<file path="config.mk">
export PLATFORM = sky130hd
export DESIGN_NAME = video_raster_tracker
export DESIGN_NICKNAME = d
export VERILOG_FILES = /design/src/rtl/video_raster_tracker.sv
export SDC_FILE = /design/constraint.sdc
export NUM_CORES = 1
export LEC_CHECK = 0
export ABC_AREA = 1
export BUFFER_PORTS_ARGS = -buffer_cell sky130_fd_sc_hd__buf_2
export CAP_MARGIN = 20
export CORE_MARGIN = 2
export CORE_UTILIZATION = 27
export CTS_CLUSTER_DIAMETER = 30
export DETAILED_ROUTE_END_ITERATION = 10
export GPL_TIMING_DRIVEN = 0
export SYNTH_ARGS = -nofsm -noshare
export SYNTH_HDL_FRONTEND = slang
export SYNTH_SLANG_ARGS = --single-unit
</file>
<file path="constraint.sdc">
create_clock -name clk_i -period 4.3 [get_ports clk_i]
set_input_delay 0 -clock clk_i [delete_from_list [all_inputs] [get_ports clk_i]]
set_output_delay 0 -clock clk_i [all_outputs]
set_load 0.01 [all_outputs]
</file>
<file path="src/rtl/video_raster_tracker.sv">
// Video raster tracker: follows an {F,V,H,T} timing stream, locks onto
// the frame structure and reports pixel/line/cell position per sample.
// Ports: clk_i, rst_n_i (sync, active-low), cen_i (clock enable),
//   fvht_i/gran_sel_i in; fvht_o, active_o, sol_o, sof_o, pos_x_o,
//   pos_y_o, cell_x_o, cell_y_o, chroma_sel_o, locked_o, err_o out.
// Optional macro VIDEO_RASTER_CELL_EN enables cell counters; otherwise
//   cell_x_o/cell_y_o are tied 0 and gran_sel_i is ignored.
module video_raster_tracker #(
    parameter int H_ACTIVE    = 1920,
    parameter int V_ACTIVE    = 1080,
    parameter int CELL_FINE   = 20,
    parameter int CELL_COARSE = 120
) (
    input  logic        clk_i,
    input  logic        rst_n_i,
    input  logic        cen_i,
    input  logic [3:0]  fvht_i,
    input  logic        gran_sel_i,
    output logic [3:0]  fvht_o,
    output logic        active_o,
    output logic        sol_o,
    output logic        sof_o,
    output logic [11:0] pos_x_o,
    output logic [10:0] pos_y_o,
    output logic [6:0]  cell_x_o,
    output logic [5:0]  cell_y_o,
    output logic        chroma_sel_o,
    output logic        locked_o,
    output logic        err_o
);

    localparam logic [11:0] HMAX  = 12'(H_ACTIVE - 1);
    localparam logic [10:0] VMAX  = 11'(V_ACTIVE - 1);
    localparam logic [11:0] H_LEN = 12'(H_ACTIVE);
    localparam logic [10:0] V_LEN = 11'(V_ACTIVE);

    typedef enum logic [1:0] {
        UNLOCKED,
        WAIT_FRAME,
        LOCKED
    } state_e;

    state_e      state_q, state_d;
    logic        h_prev_q, v_prev_q;
    logic        line_act_q, line_act_d;
    logic        first_q, first_d;
    logic [11:0] hcnt_q, hcnt_d;
    logic [10:0] vcnt_q, vcnt_d, vbase;
    logic [3:0]  fvht_q;
    logic        active_q, active_d;
    logic        sol_q, sol_d;
    logic        sof_q, sof_d;
    logic [11:0] pos_x_q, pos_x_d;
    logic [10:0] pos_y_q, pos_y_d;
    logic        chroma_q, chroma_d;
    logic        locked_q;
    logic        err_q, err_d;

    logic h, v, h_fall, h_rise, v_fall, v_rise;
    logic lock_n, act, line_start, new_frame;

    assign h      = fvht_i[1];
    assign v      = fvht_i[2];
    assign h_fall = h_prev_q & ~h;
    assign h_rise = ~h_prev_q & h;
    assign v_fall = v_prev_q & ~v;
    assign v_rise = ~v_prev_q & v;

    always_comb begin
        state_d = state_q;
        err_d   = 1'b0;
        unique case (state_q)
            UNLOCKED:   if (v_rise) state_d = WAIT_FRAME;
            WAIT_FRAME: if (v_fall) state_d = LOCKED;
            LOCKED: begin
                // line_act_q limits the length check to lines whose
                // start was seen while locked
                if ((h_rise && line_act_q && hcnt_q != H_LEN) ||
                    (v_rise && vcnt_q != V_LEN)) begin
                    err_d   = 1'b1;
                    state_d = UNLOCKED;
                end
            end
            default: state_d = UNLOCKED;
        endcase
    end

    // Gating on the post-edge state lets the locking sample be active.
    assign lock_n     = (state_d == LOCKED);
    assign act        = ~h & ~v & lock_n;
    assign line_start = h_fall & ~v & lock_n;
    assign new_frame  = first_q | v_fall;

    always_comb begin
        pos_x_d    = pos_x_q;
        pos_y_d    = pos_y_q;
        chroma_d   = chroma_q;
        hcnt_d     = hcnt_q;
        line_act_d = line_act_q;
        first_d    = first_q;
        vbase      = v_fall ? 11'd0 : vcnt_q;
        vcnt_d     = vbase;
        active_d   = act;
        sol_d      = line_start;
        sof_d      = line_start & new_frame;
        if (line_start) begin
            pos_x_d    = '0;
            chroma_d   = 1'b0;
            hcnt_d     = 12'd1;
            line_act_d = 1'b1;
            first_d    = 1'b0;
            if (new_frame) pos_y_d = '0;
            else if (pos_y_q != VMAX) pos_y_d = pos_y_q + 11'd1;
            if (vbase != '1) vcnt_d = vbase + 11'd1;
        end else begin
            if (v_fall) first_d = 1'b1;
            if (h_rise) line_act_d = 1'b0;
            if (act) begin
                chroma_d = ~chroma_q;
                if (pos_x_q != HMAX) pos_x_d = pos_x_q + 12'd1;
                if (hcnt_q != '1) hcnt_d = hcnt_q + 12'd1;
            end
        end
    end

    always_ff @(posedge clk_i) begin
        if (!rst_n_i) begin
            state_q    <= UNLOCKED;
            h_prev_q   <= 1'b1;
            v_prev_q   <= 1'b1;
            line_act_q <= 1'b0;
            first_q    <= 1'b0;
            hcnt_q     <= '0;
            vcnt_q     <= '0;
            fvht_q     <= '0;
            active_q   <= 1'b0;
            sol_q      <= 1'b0;
            sof_q      <= 1'b0;
            pos_x_q    <= '0;
            pos_y_q    <= '0;
            chroma_q   <= 1'b0;
            locked_q   <= 1'b0;
            err_q      <= 1'b0;
        end else if (cen_i) begin
            state_q    <= state_d;
            h_prev_q   <= h;
            v_prev_q   <= v;
            line_act_q <= line_act_d;
            first_q    <= first_d;
            hcnt_q     <= hcnt_d;
            vcnt_q     <= vcnt_d;
            fvht_q     <= fvht_i;
            active_q   <= active_d;
            sol_q      <= sol_d;
            sof_q      <= sof_d;
            pos_x_q    <= pos_x_d;
            pos_y_q    <= pos_y_d;
            chroma_q   <= chroma_d;
            locked_q   <= lock_n;
            err_q      <= err_d;
        end
    end

    assign fvht_o       = fvht_q;
    assign active_o     = active_q;
    assign sol_o        = sol_q;
    assign sof_o        = sof_q;
    assign pos_x_o      = pos_x_q;
    assign pos_y_o      = pos_y_q;
    assign chroma_sel_o = chroma_q;
    assign locked_o     = locked_q;
    assign err_o        = err_q;

`ifdef VIDEO_RASTER_CELL_EN
    localparam int CMAX = (CELL_FINE > CELL_COARSE) ? CELL_FINE : CELL_COARSE;
    localparam int SW   = $clog2(CMAX + 1);

    logic          gran_q, gran_d;
    logic [SW-1:0] sx_q, sx_d, sy_q, sy_d, csz_m1;
    logic [6:0]    cx_q, cx_d;
    logic [5:0]    cy_q, cy_d;

    always_comb begin
        // granularity follows the input only on the frame-start sample
        gran_d = v_fall ? gran_sel_i : gran_q;
        csz_m1 = gran_d ? SW'(CELL_COARSE - 1) : SW'(CELL_FINE - 1);
        sx_d   = sx_q;
        cx_d   = cx_q;
        sy_d   = sy_q;
        cy_d   = cy_q;
        if (line_start) begin
            sx_d = '0;
            cx_d = '0;
            if (new_frame) begin
                sy_d = '0;
                cy_d = '0;
            end else if (pos_y_q != VMAX) begin
                if (sy_q == csz_m1) begin
                    sy_d = '0;
                    cy_d = cy_q + 6'd1;
                end else begin
                    sy_d = sy_q + 1'b1;
                end
            end
        end else if (act && pos_x_q != HMAX) begin
            if (sx_q == csz_m1) begin
                sx_d = '0;
                cx_d = cx_q + 7'd1;
            end else begin
                sx_d = sx_q + 1'b1;
            end
        end
    end

    always_ff @(posedge clk_i) begin
        if (!rst_n_i) begin
            gran_q <= 1'b0;
            sx_q   <= '0;
            sy_q   <= '0;
            cx_q   <= '0;
            cy_q   <= '0;
        end else if (cen_i) begin
            gran_q <= gran_d;
            sx_q   <= sx_d;
            sy_q   <= sy_d;
            cx_q   <= cx_d;
            cy_q   <= cy_d;
        end
    end

    assign cell_x_o = cx_q;
    assign cell_y_o = cy_q;
`else
    logic unused_gran;
    assign unused_gran = gran_sel_i;
    assign cell_x_o    = '0;
    assign cell_y_o    = '0;
`endif

endmodule

</file>
; Word-level counts from Yosys, hierarchy flattened
; Index checks and enable logic that the tools add are counted.
[word_totals]
register_bits = 62
input_bits = 8
output_inout_bits = 46
wordCells = 84
[classes]
n_addsub = 4
eq_ne = 9
n_mux = 23
bitwise_logic = 15
n_reduce_logical = 17
[op_table]
columns = op, n
row1 = $mux 12, 6
row2 = $mux 11, 5
row3 = $ne 11x11->1 const B, 3
row4 = $add 12x1->12 const B, 2
row5 = $ne 12x11->1 const B, 2
row6 = $add 11x1->11 const B, 2
row7 = $ne 12x12->1 const B, 1
row8 = $reduce_bool 2->1, 6
row9 = $and 1x1->1, 9
row10 = $reduce_and 3->1, 3
row11 = $mux 1, 8
row12 = $mux 2, 3
row13 = $pmux 2 s3, 1
row14 = $reduce_and 2->1, 3
row15 = $not 1->1, 5
row16 = $eq 2x2->1 const B, 2
row17 = $logic_and 1x1->1, 3
row18 = $eq 2x1->1 const B, 1
row19 = $logic_not 2->1, 1
row20 = $logic_or 1x1->1, 1
row21 = $or 1x1->1, 1

; Longest topological paths before layout
[logic_depth]
depth_word = 11
depth_mapped = 16
ltp_nobuf = 16

; Worst setup path after synthesis
; OpenSTA, ideal clock, no wires.
[synth_path]
kind = reg2reg
start = register v_prev_q
end = register vcnt_q[3]
setup_ps = 113
t_arrival_ps = 1775
required_time_ps = 4187
setup_slack_ps = 2412
path_stages_with_launch = 16
n_path_buf = 0
period_less_slack_ps = 1888
cell_sequence = dfxtp_1 > nand2_2 > inv_2 > nor2_1 > ha_1 > inv_1 > nor2_2 > nand2_1 > nor2_1 > nand4_1 > inv_1 > nor2_1 > nand2_1 > nand2_1 > nand2_1 > nor2_1
[synth_between]
elab_chain_len = 9
elab_cells_between_ends = 16
cone_classes = add/sub (1) / eq/ne (2) / mux (7) / bitwise (4) / reduce/logical (2)
[synth_rtl]
columns = item, line
row1 = from (decl), 44  ; logic h_prev_q, v_prev_q;
row2 = from (signal assigned), 147  ; v_prev_q <= v;
row3 = "parallel branches: the longest is 8 deep, another holds $add 11x1->11", -
row4 = $mux 11 *, 106  ; if (line_start) begin
row5 = to (signal assigned), 151  ; vcnt_q <= vcnt_d;
row6 = to (decl), 48  ; logic [10:0] vcnt_q, vcnt_d, vbase;
; Mark *: on every way between the ends.
; A chain may end at the register's enable or synchronous reset.

; Worst setup path in the final report
[layout_path]
start = input port fvht_i[2]
end = register vcnt_q[3]
[layout_between]
elab_chain_len = 8
elab_cells_between_ends = 17
cone_classes = add/sub (1) / eq/ne (2) / mux (7) / bitwise (5) / reduce/logical (2)
[layout_rtl]
columns = item, line
row1 = from (decl), 17  ; input logic [3:0] fvht_i,
row2 = "parallel branches: the longest is 7 deep, another holds $add 11x1->11", -
row3 = $mux 11 *, 106
; Marked as above.

==> results by group <==
Synthesis
  • Largest family of logic cells by synthesized area: simple AND/OR/NAND/NOR gates
  • Simple-Gate Fraction of Synth Area: a little under two fifths
  • Post-synth EDFFs: 0
  • Dominant synthesized flop cell: dfxtp_1
  • Cells after Synth: 571
  • Synth Area in Compound Gates: 11.3%
  • Post-synthesis sequential area ratio: approximately 33%
  • Synthesized area per cell: 6.56 um^2
  • Post-Synth Adder-Cell Area: under 10%
  • Warnings, synthesis: 0
  • Cell variety after synth: 36
  • FF+latch count, synth: 62
  • Synth Area in XOR/XNOR: about 6%
  • Async SR Flop Fraction: 0%
  • Mapped cell area: around 3700 um^2
  • Mux cell area share after synthesis: 0%

Global route
  • Largest net degree at the start of global routing: 11
  • Initial antenna violation count: 0
  • First-pass GRT wire length: 17.2 mm
  • Global route total overflow: 0
  • GRT Total Usage: approximately 14%
  • Vias in the first global route: between 3,000 and 4,000

Clock tree
  • CTS H-tree lvls: 3
  • Worst-path clk slew: 0.05 ns
  • Post-CTS setup buffer count: 0
  • Clock sink total: 62
  • Worst-skew pair later-pin latency: 0.33 ns
  • CTS tree: built
  • Clock root buffer: clkbuf_16
  • Num CTS Buffers: 9
  • Clock tree buffer depth: 2

Worst setup path
  • WS Path Type: input pin to flip-flop
  • Reg2reg setup slack: roughly 1.9 ns
  • Reg2reg end: vcnt_q[3]
  • WP buf/inv: 6
  • Worst EP required: about 4.5 ns
  • Crit-path max FO: 6
  • Top delay family on crit path: simple AND/OR/NAND/NOR gates
  • Startpoint types: input pin
  • Largest stage delay, worst path: ~0.52 ns
  • R2R depth: 15
  • Crit-path cells: dlygate4sd3_1 -> buf_2 -> inv_2 -> nand2_2 -> inv_2 -> nor2_1 -> ha_1 -> inv_1 -> nor2_2 -> nand2_1 -> nor2_1 -> nand4_1 -> inv_1 -> nor2_1 -> nand2_1 -> nand2_1 -> nand2_1 -> nor2_1
  • Worst reg2reg startpoint: v_prev_q
  • Worst EP arrival: between 2 and 3 ns
  • Worst path slowest cell: dlygate4sd3_1
  • Nature of the critical path endpoint: flip-flop

Timing
  • Worst-margin pin slew: about 0.6 ns
  • Slew HR: between 60% and 70%
  • FMAX: 415 MHz
  • Endpoints failing setup: 0
  • Final hold violation count: 0
  • Setup Skew: around 0.0056 ns
  • Tcrit/Tclk final: a little under three fifths
  • Tmin final: about 2.4 ns
  • RSZ-0062 raised after global routing: false
  • Max-slew violations: 0
  • Min Hold Slack: between 0.1 and 0.15 ns
  • Setup TNS: 0 ns

Status
  • Status: complete, no violations

Power
  • Maximum vdd drop: between 150 and 200 uV
  • Pwr per Cell Area: just over 300 nW/um^2
  • LEAKAGE: 1.92 nW

Floorplanning
  • Top Ports: between 50 and 60
  • Initial Util: 27.3%
  • Die H: around 120 um
  • Core area: 13,700 um^2
  • Die footprint: about 15,000 um^2
  • Die W: 122 um
  • Row cnt: 43

Worst hold path
  • Hold Crit Class: input pin to flip-flop
  • Hold Path Depth: 4
  • Hold Startpoint: cen_i
  • Worst Hold End: vcnt_q[1]

Detailed routing
  • Initial drt markers: around 230
  • Vias/cell: around 4.5
  • Total number of vias: roughly 3,800
  • Drt total wl: approximately 10 mm
  • Drt drc: 0
  • Post-route ant nets: 0
  • Router iterations before antenna repair: 4
  • Wire length per cell: about 12 um

Finish
  • Nets: approximately 650
  • Final core utilization: between 30% and 40%
  • Number of fillers in the final layout: 1,502
  • Diodes inserted: 0
  • Share of cells above drive strength 1: 15.8%
  • P&R area growth vs syn: 22.4%

Run
  • Max_cap viols: 0

Place
  • Post-DP HPWL: between 7 and 8 mm
  • GP Congestion: about 0.82
  • I/O Buffers: 39
-- cell usage after synthesis (5+ instances only) --
library cell	number	area share (%)
a21oi_1	67	8.9
buf_2	5	0.67
buf_4	16	3.2
clkbuf_1	9	0.90
dfxtp_1	62	33
ha_1	5	1.7
inv_1	38	3.8
inv_2	12	1.2
nand2_1	145	15
nand3_1	61	8.1
nand4_1	10	1.7
nor2_1	64	6.4
nor3_1	9	1.2
o21ai_0	10	1.3
xnor2_1	7	1.6
xor2_1	19	4.4
-- worst max path at each step --
stage | from | end | cells after the start
after floorplan | v_prev_q | vcnt_q[3] | 15
after global placement | v_prev_q | vcnt_q[3] | 15
after detailed placement | v_prev_q | vcnt_q[7] | 15
after CTS | fvht_i[2] | vcnt_q[3] | 18
after global routing | fvht_i[2] | vcnt_q[7] | 18
final | fvht_i[2] | vcnt_q[3] | 18
-- worst reg2reg max path: stages, from the launching register on --
cell     delay, ns
dfxtp_1       0.32
nand2_2       0.12
inv_2         0.09
nor2_1        0.33
ha_1          0.24
inv_1         0.06
nor2_2        0.24
nand2_1       0.11
nor2_1        0.14
nand4_1       0.18
inv_1         0.12
nor2_1        0.08
nand2_1       0.09
nand2_1       0.05
nand2_1       0.05
nor2_1        0.04
-- layout by cell type (no fill, tap or decap), types with 2 or more instances in the layout --
master         netlist  routed
nand2_4              2       2
buf_2                5      44
nand2_2              3       3
clkbuf_8             0       2
dlygate4sd3_1        0       7
buf_4               16      16
buf_6                3       3
nand3_2              2       2
nor4_1               2       2
ha_1                 5       5
nand4_1             10      10
nor2_1              64      64
a21oi_1             67      67
xnor2_1              7       7
nand3b_1             4       4
o21ai_0             10      10
xor2_1              19      19
nor3_2               3       3
nand2_1            145     145
inv_2               12      12
nor3_1               9       9
clkbuf_16            0       9
inv_1               38      38
conb_1               1      13
clkbuf_1             9      11
nand3_1             61      61
dfxtp_1             62      62
-- kinds of logic after synthesis --
| kind of cell | Yosys count |
|---|---|
| simple gates | 310 |
| buf+inv | 85 |
| compound gates | 82 |
| flops | 62 |
| xor+xnor | 26 |
| fa+ha+maj | 5 |
| other cells | 1 |
-- per-layer routing --
metal,wire [um],vias to the layer above,global-route usage (%)
met5,0,-,0
met4,71,0,4.45
met3,398,5,2.25
met2,4590,92,23.7
met1,4900,1681,19.0
li1,-,1972,-
-- report_power, final --
| group | switching [mW] | internal [mW] | leakage, nW | total, mW |
|---|---|---|---|---|
| Combinational | 0.0652 | 0.0311 | 1.27 | 0.0964 |
| Clock | 0.258 | 0.480 | 0.146 | 0.738 |
| Sequential | 0.00408 | 0.581 | 0.501 | 0.586 |
-- flip-flops by register name (all words and copies together) (netlist names) --
name          flops
active_o          1
chroma_sel_o      1
err_o             1
first_q           1
fvht_o            4
h_prev_q          1
hcnt_q           12
line_act_q        1
locked_o          1
pos_x_o          12
pos_y_o          11
sof_o             1
sol_o             1
state_q           2
v_prev_q          1
vcnt_q           11
-- repair_timing --
item / CTS / global route
endpoints found under the hold margin: 7 / 0
hold buffers: 7 / 0
resized for setup: 0 / 0
-- final cells by class --
type / count / area, um^2 / area share [%]
Buffer: 34 / 216 / 4.72
Clock buffer: 13 / 260 / 5.67
Clock inverter: 3 / 42.5 / 0.927
Inverter: 51 / 191 / 4.17
Multi-Input combinational cell: 436 / 2140 / 46.8
Sequential cell: 62 / 1240 / 27.1
Tap cell: 180 / 225 / 4.91
Timing Repair Buffer: 46 / 265 / 5.78
-- metrics by stage --
step                      setup slack [ns]  power [mW]  instances  area, um^2
final                                 1.89        1.42        825        4590
after detailed placement              1.97       0.689        802        4210
after global placement                1.99       0.689        802        4210
after floorplan                       2.41       0.660        583        3790
after global routing                  1.60        1.47        825        4590
after CTS                             1.90        1.43        825        4590
Note: power is estimated with default switching activity, not from simulation.
